### src/rtl/color_pkg.sv
// Shared definitions for the sticker colour emitter: colour codes, FSM encoding
// and the code-to-level lookup used by the display path.
package color_pkg;

    localparam int FACE_SLOTS = 9;

    typedef enum logic [1:0] {
        ST_IDLE = 2'd0,
        ST_LOAD = 2'd1,
        ST_SHOW = 2'd2
    } state_t;

    localparam logic [2:0] COL_W    = 3'd0;
    localparam logic [2:0] COL_O    = 3'd1;
    localparam logic [2:0] COL_G    = 3'd2;
    localparam logic [2:0] COL_RED  = 3'd3;
    localparam logic [2:0] COL_BLUE = 3'd4;
    localparam logic [2:0] COL_Y    = 3'd5;

    typedef struct packed {
        logic [3:0] r;
        logic [3:0] g;
        logic [3:0] b;
    } level_t;

    localparam level_t LVL_W    = '{r: 4'd8, g: 4'd8, b: 4'd8};
    localparam level_t LVL_O    = '{r: 4'd8, g: 4'd3, b: 4'd0};
    localparam level_t LVL_G    = '{r: 4'd0, g: 4'd8, b: 4'd0};
    localparam level_t LVL_RED  = '{r: 4'd6, g: 4'd0, b: 4'd0};
    localparam level_t LVL_BLUE = '{r: 4'd0, g: 4'd0, b: 4'd8};
    localparam level_t LVL_Y    = '{r: 4'd8, g: 4'd8, b: 4'd0};
    localparam level_t LVL_OFF  = '{r: 4'd0, g: 4'd0, b: 4'd0};

    // Codes 6 and 7 are not colours; they display as dark.
    function automatic level_t color_level(input logic [2:0] code);
        level_t lvl;
        case (code)
            COL_W:    lvl = LVL_W;
            COL_O:    lvl = LVL_O;
            COL_G:    lvl = LVL_G;
            COL_RED:  lvl = LVL_RED;
            COL_BLUE: lvl = LVL_BLUE;
            COL_Y:    lvl = LVL_Y;
            default:  lvl = LVL_OFF;
        endcase
        return lvl;
    endfunction

endpackage

### src/rtl/color_emitter_if.sv
// Colour-code input channel: valid/ready transfer plus the face discard request.
interface color_emitter_if;
    logic [2:0] color_in;
    logic       color_valid;
    logic       color_ready;
    logic       face_clear;

    modport master (
        output color_in,
        output color_valid,
        output face_clear,
        input  color_ready
    );

    modport slave (
        input  color_in,
        input  color_valid,
        input  face_clear,
        output color_ready
    );
endinterface

### src/rtl/color_pwm.sv
// Free-running 16-step PWM turning the three 4-bit sticker levels into LED drives.
module color_pwm
    import color_pkg::*;
(
    input  logic   clock,
    input  logic   reset_n,
    input  level_t level,
    output logic   led_r,
    output logic   led_g,
    output logic   led_b
);

    logic [3:0] pwm_cnt_q;
    logic [3:0] pwm_cnt_d;

    always_comb pwm_cnt_d = pwm_cnt_q + 4'd1;

    always_ff @(posedge clock or negedge reset_n) begin
        if (!reset_n) pwm_cnt_q <= '0;
        else          pwm_cnt_q <= pwm_cnt_d;
    end

    assign led_r = (pwm_cnt_q < level.r);
    assign led_g = (pwm_cnt_q < level.g);
    assign led_b = (pwm_cnt_q < level.b);

endmodule

### src/rtl/color_emitter.sv
// Collects a 9-sticker face over a valid/ready channel, then cycles through it,
// presenting each sticker's colour as registered levels and PWM LED drives.
module color_emitter
    import color_pkg::*;
#(
    parameter int HOLD_CYCLES = 1000,
    parameter int FACE_SIZE   = FACE_SLOTS
) (
    input  logic            clock,
    input  logic            reset_n,
    color_emitter_if.slave  bus,
    output logic [7:0]      red,
    output logic [7:0]      green,
    output logic [7:0]      blue,
    output logic            led_r,
    output logic            led_g,
    output logic            led_b,
    output logic [3:0]      sticker_idx,
    output logic            frame_wrap
);

    localparam int             HW        = $clog2(HOLD_CYCLES);
    localparam logic [HW-1:0]  HOLD_LAST = HW'(HOLD_CYCLES - 1);
    localparam logic [3:0]     LAST_SLOT = 4'(FACE_SIZE - 1);

    state_t        state_q, state_d;
    logic [2:0]    buf_q [FACE_SIZE];
    logic [2:0]    buf_d [FACE_SIZE];
    logic [3:0]    fill_q, fill_d;
    logic [HW-1:0] hold_q, hold_d;
    logic [3:0]    idx_q, idx_d;
    level_t        lvl_q, lvl_d;
    logic          ready_q, ready_d;
    logic          wrap_q, wrap_d;
    logic          xfer;
    logic          advance;

    // A simultaneous discard request wins, so the colliding code is never stored.
    assign xfer    = bus.color_valid & ready_q & ~bus.face_clear;
    assign advance = (state_q == ST_SHOW) && (hold_q == HOLD_LAST);

    always_ff @(posedge clock or negedge reset_n) begin
        if (!reset_n) state_q <= ST_IDLE;
        else          state_q <= state_d;
    end

    always_comb begin
        state_d = state_q;
        case (state_q)
            ST_IDLE: if (xfer) state_d = ST_LOAD;
            ST_LOAD: begin
                if (bus.face_clear)                   state_d = ST_IDLE;
                else if (xfer && fill_q == LAST_SLOT) state_d = ST_SHOW;
            end
            ST_SHOW: if (bus.face_clear) state_d = ST_IDLE;
            default: state_d = ST_IDLE;
        endcase
    end

    always_comb begin
        fill_d  = fill_q;
        hold_d  = '0;
        idx_d   = '0;
        wrap_d  = 1'b0;
        lvl_d   = LVL_OFF;
        ready_d = (state_d != ST_SHOW);

        if (state_d == ST_IDLE) fill_d = '0;
        else if (xfer)          fill_d = fill_q + 4'd1;

        // Levels lag the index by one cycle and are forced dark on the exit edge.
        if (state_q == ST_SHOW && state_d == ST_SHOW) begin
            lvl_d = color_level(buf_q[idx_q]);
            if (advance) begin
                wrap_d = (idx_q == LAST_SLOT);
                idx_d  = (idx_q == LAST_SLOT) ? 4'd0 : idx_q + 4'd1;
            end else begin
                hold_d = hold_q + 1'b1;
                idx_d  = idx_q;
            end
        end
    end

    for (genvar gi = 0; gi < FACE_SIZE; gi++) begin : g_slot
        assign buf_d[gi] = (xfer && fill_q == 4'(gi)) ? bus.color_in : buf_q[gi];

        always_ff @(posedge clock or negedge reset_n) begin
            if (!reset_n) buf_q[gi] <= '0;
            else          buf_q[gi] <= buf_d[gi];
        end
    end

    always_ff @(posedge clock or negedge reset_n) begin
        if (!reset_n) begin
            fill_q  <= '0;
            hold_q  <= '0;
            idx_q   <= '0;
            lvl_q   <= LVL_OFF;
            ready_q <= 1'b0;
            wrap_q  <= 1'b0;
        end else begin
            fill_q  <= fill_d;
            hold_q  <= hold_d;
            idx_q   <= idx_d;
            lvl_q   <= lvl_d;
            ready_q <= ready_d;
            wrap_q  <= wrap_d;
        end
    end

    color_pwm u_pwm (
        .clock   (clock),
        .reset_n (reset_n),
        .level   (lvl_q),
        .led_r   (led_r),
        .led_g   (led_g),
        .led_b   (led_b)
    );

    assign bus.color_ready = ready_q;
    assign red             = {4'b0000, lvl_q.r};
    assign green           = {4'b0000, lvl_q.g};
    assign blue            = {4'b0000, lvl_q.b};
    assign sticker_idx     = idx_q;
    assign frame_wrap      = wrap_q;

endmodule

### src/flat_wrapper.sv
// flat-port wrapper written by rule: the top's interface ports become plain ports
module color_emitter_flat import color_pkg::*;
#(
    parameter int HOLD_CYCLES = 1000,
    parameter int FACE_SIZE   = FACE_SLOTS
)
  (clock, reset_n, red, green, blue, led_r, led_g, led_b, sticker_idx, frame_wrap, bus_color_in, bus_color_valid, bus_face_clear, bus_color_ready);
  color_emitter_if bus_i ();
  input  logic clock;
  input  logic reset_n;
  output logic [7:0] red;
  output logic [7:0] green;
  output logic [7:0] blue;
  output logic led_r;
  output logic led_g;
  output logic led_b;
  output logic [3:0] sticker_idx;
  output logic frame_wrap;
  input wire logic [$bits(bus_i.color_in)-1:0] bus_color_in;
  input wire logic [$bits(bus_i.color_valid)-1:0] bus_color_valid;
  input wire logic [$bits(bus_i.face_clear)-1:0] bus_face_clear;
  output wire logic [$bits(bus_i.color_ready)-1:0] bus_color_ready;
  assign bus_i.color_in = bus_color_in;
  assign bus_i.color_valid = bus_color_valid;
  assign bus_i.face_clear = bus_face_clear;
  assign bus_color_ready = bus_i.color_ready;
  color_emitter #(.HOLD_CYCLES(HOLD_CYCLES), .FACE_SIZE(FACE_SIZE)) u_core (.clock(clock), .reset_n(reset_n), .bus(bus_i), .red(red), .green(green), .blue(blue), .led_r(led_r), .led_g(led_g), .led_b(led_b), .sticker_idx(sticker_idx), .frame_wrap(frame_wrap));
endmodule
### config.mk
export PLATFORM = sky130hd
export DESIGN_NAME = color_emitter_flat
export DESIGN_NICKNAME = d
export VERILOG_FILES = /design/src/rtl/color_pkg.sv /design/src/rtl/color_emitter_if.sv /design/src/rtl/color_pwm.sv /design/src/rtl/color_emitter.sv /design/src/flat_wrapper.sv
export SDC_FILE = /design/constraint.sdc
export NUM_CORES = 1
export LEC_CHECK = 0
export BUFFER_PORTS_ARGS = -buffer_cell sky130_fd_sc_hd__buf_2
export CORE_UTILIZATION = 57
export DETAILED_ROUTE_END_ITERATION = 6
export PLACE_DENSITY = 0.84
export SLEW_MARGIN = 20
export SYNTH_ARGS = -nofsm -noshare
export SYNTH_HDL_FRONTEND = slang
export SYNTH_SLANG_ARGS = --single-unit
### constraint.sdc
create_clock -name clock -period 2.45 [get_ports clock]
set_input_delay 0.245 -clock clock [delete_from_list [all_inputs] [get_ports clock]]
set_output_delay 0.245 -clock clock [all_outputs]
set_load 0.005 [all_outputs]
# After elaboration in Yosys (flattened, before gate mapping)
# Index checks and enable logic that the tools add are counted.
# Widths: inputs -> output; s select.
# word_totals
elab_cells	86
in_bits	7
out_inout_bits	33
register_bits	65
# op_classes
n_mux	19
n_bitwise	4
eq_ne	20
order_cmp	4
n_reduce_logical	16
n_addsub	4
# ops
cell	n
$pmux 12 s6	1
$mux 10	2
$mux 4	5
$eq 4x3->1 const B	4
$add 4x1->4 const B	3
$bmux 3 s4	1
$lt 4x4->1	3
$mux 12	1
$logic_and 1x1->1	11
$add 10x1->10 const B	1
$eq 10x10->1 const B	1
$eq 4x2->1 const B	2
$eq 4x4->1 const B	2
$mux 2	4
$eq 3x2->1 const B	2
$eq 3x3->1 const B	2
$mux 3	2
$pmux 2 s3	1
$ge 5x5->1 const B	1
$not 4->5	1
$eq 2x2->1 const B	2
$eq 4x1->1 const B	1
$logic_not 2->1	2
$logic_not 4->1	1
other kinds (9)	11

# Longest topological paths before layout
# depth
depth_word	9
ltp_mapped	7
ltp_nobuf	7

# Hierarchy
# From an unflattened synthesis, not the netlist that was laid out.
# unflattened
hier_cells	281
hier_area_um2	3120.5
# modules_own_cells
mod	instances	area_per_inst_um2	seq_area_each_um2	cells_each
color_emitter	1	2726.4	1351.3	239
color_pwm	1	394.1	100.1	42

# Worst setup path before layout
# OpenSTA, ideal clock, no wires.
# synth_path
path_kind	register to register
startpoint	reg u_core.hold_q[4]
endpoint	reg u_core.idx_q[3] (netlist: u_core.sticker_idx[3])
stages_incl_launch_ff	6
slack_ps	473
arrival_time_ps	1899
t_required_ps	2373
path_buffers	1
setup_ps	77
period_less_slack_ps	1977
path_cell_list	dfrtp_1 -> or3b_1 -> or4_1 -> buf_2 -> or4_1 -> a21oi_1
# synth_via
elab_chain_len	3
# synth_lines
element	line	rtl
start, declared	color_emitter.sv:30	logic [HW-1:0] hold_q, hold_d;
start signal, assigned	color_emitter.sv:103	hold_q <= hold_d;
$eq 10x10->1	color_emitter.sv:40	assign advance = (state_q == ST_SHOW) && (hold_q == HOLD_LAST);
$logic_and 1x1->1	color_emitter.sv:40	
$ne 2x1->1 (no source line)	n/a	
end signal, assigned	color_emitter.sv:104	idx_q <= idx_d;
end, declared	color_emitter.sv:31	logic [3:0] idx_q, idx_d;
# Every way passes these cells.
# A chain may end at the register's enable or synchronous reset.

# Final worst setup path
# Same ends and word-level chain as after synthesis.

==> flow_summary.ini <==
[run_status]
status = complete, no violations

[clock_tree]
cts_tree = built
cts_root_buf = clkbuf_8
cts_num_sinks = 58
cts_buffers = 9
clock_latency_ns = 0.33
htree_levels = 3
clk_path_buf_depth = 2
post_cts_buffers = 0
clk_pin_slew_ns = 0.06

[drt]
vias = 1951
drt-total-wl_um = 5180
drtPass1Iterations = 4
drtIter0Drc = 108
drc = 0
wire_per_inst_um = 14.15
vias_per_cell = 5.331
antenna_left = 0

[timing]
setup_ws_ns = 0.3801
hold_viol = 0
skew_ns = 0.004842
tns_ns = 0
drv_slew = 0
worst_pin_slew_ns = 0.6090
rsz0062_at_grt = false
clock.fmax_ghz = 0.4831
relSlewSlack_pct = 59.03
min_period_ns = 2.070
fin_crit_sh_pct = 84.49
setup_viol_count_final = 0

[logic_synthesis]
async_reset_ff_share_pct = 100.0
avgSynthCellArea_um2 = 11.04
synthCells = 267
synth_top_area_share_pct = 49.24
synth_seq_area_share_pct = 49.24
synthTopCellsByArea = dfrtp_1, mux2_2, buf_4
yosys.area.top_type = dfrtp_1
yosysWarnings = 0
synth_edf_count = 0
ys.flop_type = dfrtp_1
ys_ff_latch = 58
syn_area_mm2 = 0.002948
synth_cell_types = 38

[floorplan]
rows = 25
io_pins = 40
die-area_mm2 = 0.005463
start_util_pct = 60.80
core_mm2 = 0.004848
die_w_um = 73.92
die_h_um = 73.92

[worst_setup_path]
required_ns = 2.70
worst-path-max-fanout = 7
critical_path.endpoint_type = flop
startpoint_type = flop
arrival_ns = 2.32
worstRegToRegCells = 4
criticalPathCategory = flop to flop

[finish]
drive_gt1_share_pct = 25.75
fill_cells = 380
area_growth_pct = 8.447
n_antenna_cell = 0
nNetsFinal = 314

[global_route]
antenna_found_initial = 0
grt_max_degree = 28
grt_pass1_wl_um = 8680
globalRouteTotalUtil_pct = 22.06
grt_pass1_vias = 1922
gr-total-overflow = 0

[power_and_ir_drop]
power_per_cell_area_mw_per_mm2 = 601.4
p_leak_nw = 1.532
max-vdd-ir-drop_v = 0.0004495

[min_path]
hp-class = primary input to flop
hold_path_depth = 2

[run]
max-cap-violations = 0

[place]
port_buffers = 22
post-place-ws_ns = 0.3992
place_congestion = 0.8109
detailed_place_hpwl_um = 3693
-- cells in the final DEF (no fill, tap or decap), types with 2 or more instances in the layout --
master,instances
xor2_1,5
xnor2_1,6
nand2_1,27
nand2b_1,4
o22ai_1,3
clkinv_2,4
nor2b_1,2
nor3_1,5
nor4_1,3
nor2_1,22
nand3_1,4
clkbuf_8,9
mux2_2,33
o31ai_1,3
or4_1,2
nand4_1,3
buf_2,22
conb_1,17
and3_1,3
a21oi_1,11
mux4_2,3
clkbuf_1,2
o21ai_0,8
dfrtp_1,58
ha_1,12
inv_1,12
buf_4,3
-- flip-flops by register name (all words and copies together), names as in the netlist, 2 cells and up --
name / count
u_core.hold_q: 10
u_core.sticker_idx: 4
u_core.state_q: 2
u_core.u_pwm.pwm_cnt_q: 4
u_core.red: 2
u_core.fill_q: 4
u_core.green: 2
u_core.buf_q: 27
-- power breakdown --
group | internal, W | total [W] | switching [W]
sequential | 0.00102 | 0.00105 | 0.0000345
clock | 0.000354 | 0.000701 | 0.000347
combinational | 0.0000860 | 0.000170 | 0.0000836
total | 0.00146 | 0.00192 | 0.000465
-- cells by family (layout without fill, tap and decap cells) --
logic type,Yosys count,after routing,synth area share (%)
compound gates,29,29,5.688
xor+xnor,11,11,3.268
fa+ha+maj,12,12,5.093
buf+inv,37,53,7.937
flops,58,58,49.24
mux,37,37,15.24
other cells,1,17,0.1272
simple gates,82,82,13.41
-- final timing paths --
| check | startpoint | endpoint | slack (ns) |
|---|---|---|---|
| hold / removal | bus_face_clear | u_core.state_q[1] | 0.18 |
| setup / recovery | u_core.hold_q[4] | u_core.sticker_idx[3] | 0.38 |
| min in group asynchronous | reset_n | u_core.buf_q[8] | 0.34 |
| max in group asynchronous | reset_n | u_core.sticker_idx[0] | 1.46 |
| hold reg to reg | u_core.hold_q[0] | u_core.hold_q[0] | 0.48 |
| setup reg to reg | u_core.hold_q[4] | u_core.sticker_idx[3] | 0.38 |
-- Yosys cell counts (2+ instances only) --
cell,count
a21oi_1,11
and3_1,3
buf_4,21
buf_6,2
dfrtp_1,58
ha_1,12
inv_1,12
mux2_2,33
mux4_2,3
nand2_1,27
nand2b_1,4
nand3_1,4
nand4_1,3
nor2_1,22
nor2b_1,2
nor3_1,5
nor4_1,3
o21ai_0,8
o22ai_1,3
o31ai_1,3
or4_1,2
xnor2_1,6
xor2_1,5
-- metrics by stage --
step	util [%]	instance area [µm²]	power, W	cells	hold WS (ns)
3_5_place_dp	62.61	3035	0.001237	350	0.1658
5_1_grt	65.94	3197	0.002008	366	0.1745
6_report	65.94	3197	0.001923	366	0.1754
2_1_floorplan	-	3008	0.001194	283	-0.05059
3_3_place_gp	62.61	3035	0.001228	350	0.1595
4_1_cts	65.94	3197	0.001945	366	0.1572
-- worst max-delay path: stages, from the launching register on --
cell and delay [ns]:
dfrtp_1 0.43, or3b_1 0.40, or4_1 0.52, or4_1 0.50, a21oi_1 0.15
-- metal layers --
metal | track usage (%) | wire length [µm]
met5 | 0 | 0
met4 | 10.26 | 59
met3 | 6.447 | 232
met2 | 33.84 | 2426
met1 | 29.01 | 2462
-- what timing repair did --
action / CTS / global route
endpoints found under the hold margin: 13 / 0
gates resized for setup: 0 / 0
hold buffers: 1 / 0
-- final cells by class --
type / count / area, µm² / area share, %
inverter: 12 / 45.04 / 1.409
clock buffer: 11 / 131.4 / 4.110
clock inverter: 4 / 20.02 / 0.6262
timing repair buffer: 26 / 142.6 / 4.462
multi-input combinational: 188 / 1323 / 41.37
sequential: 58 / 1451 / 45.40
tap: 67 / 83.83 / 2.622
Note: power is estimated with default switching activity, not from simulation.
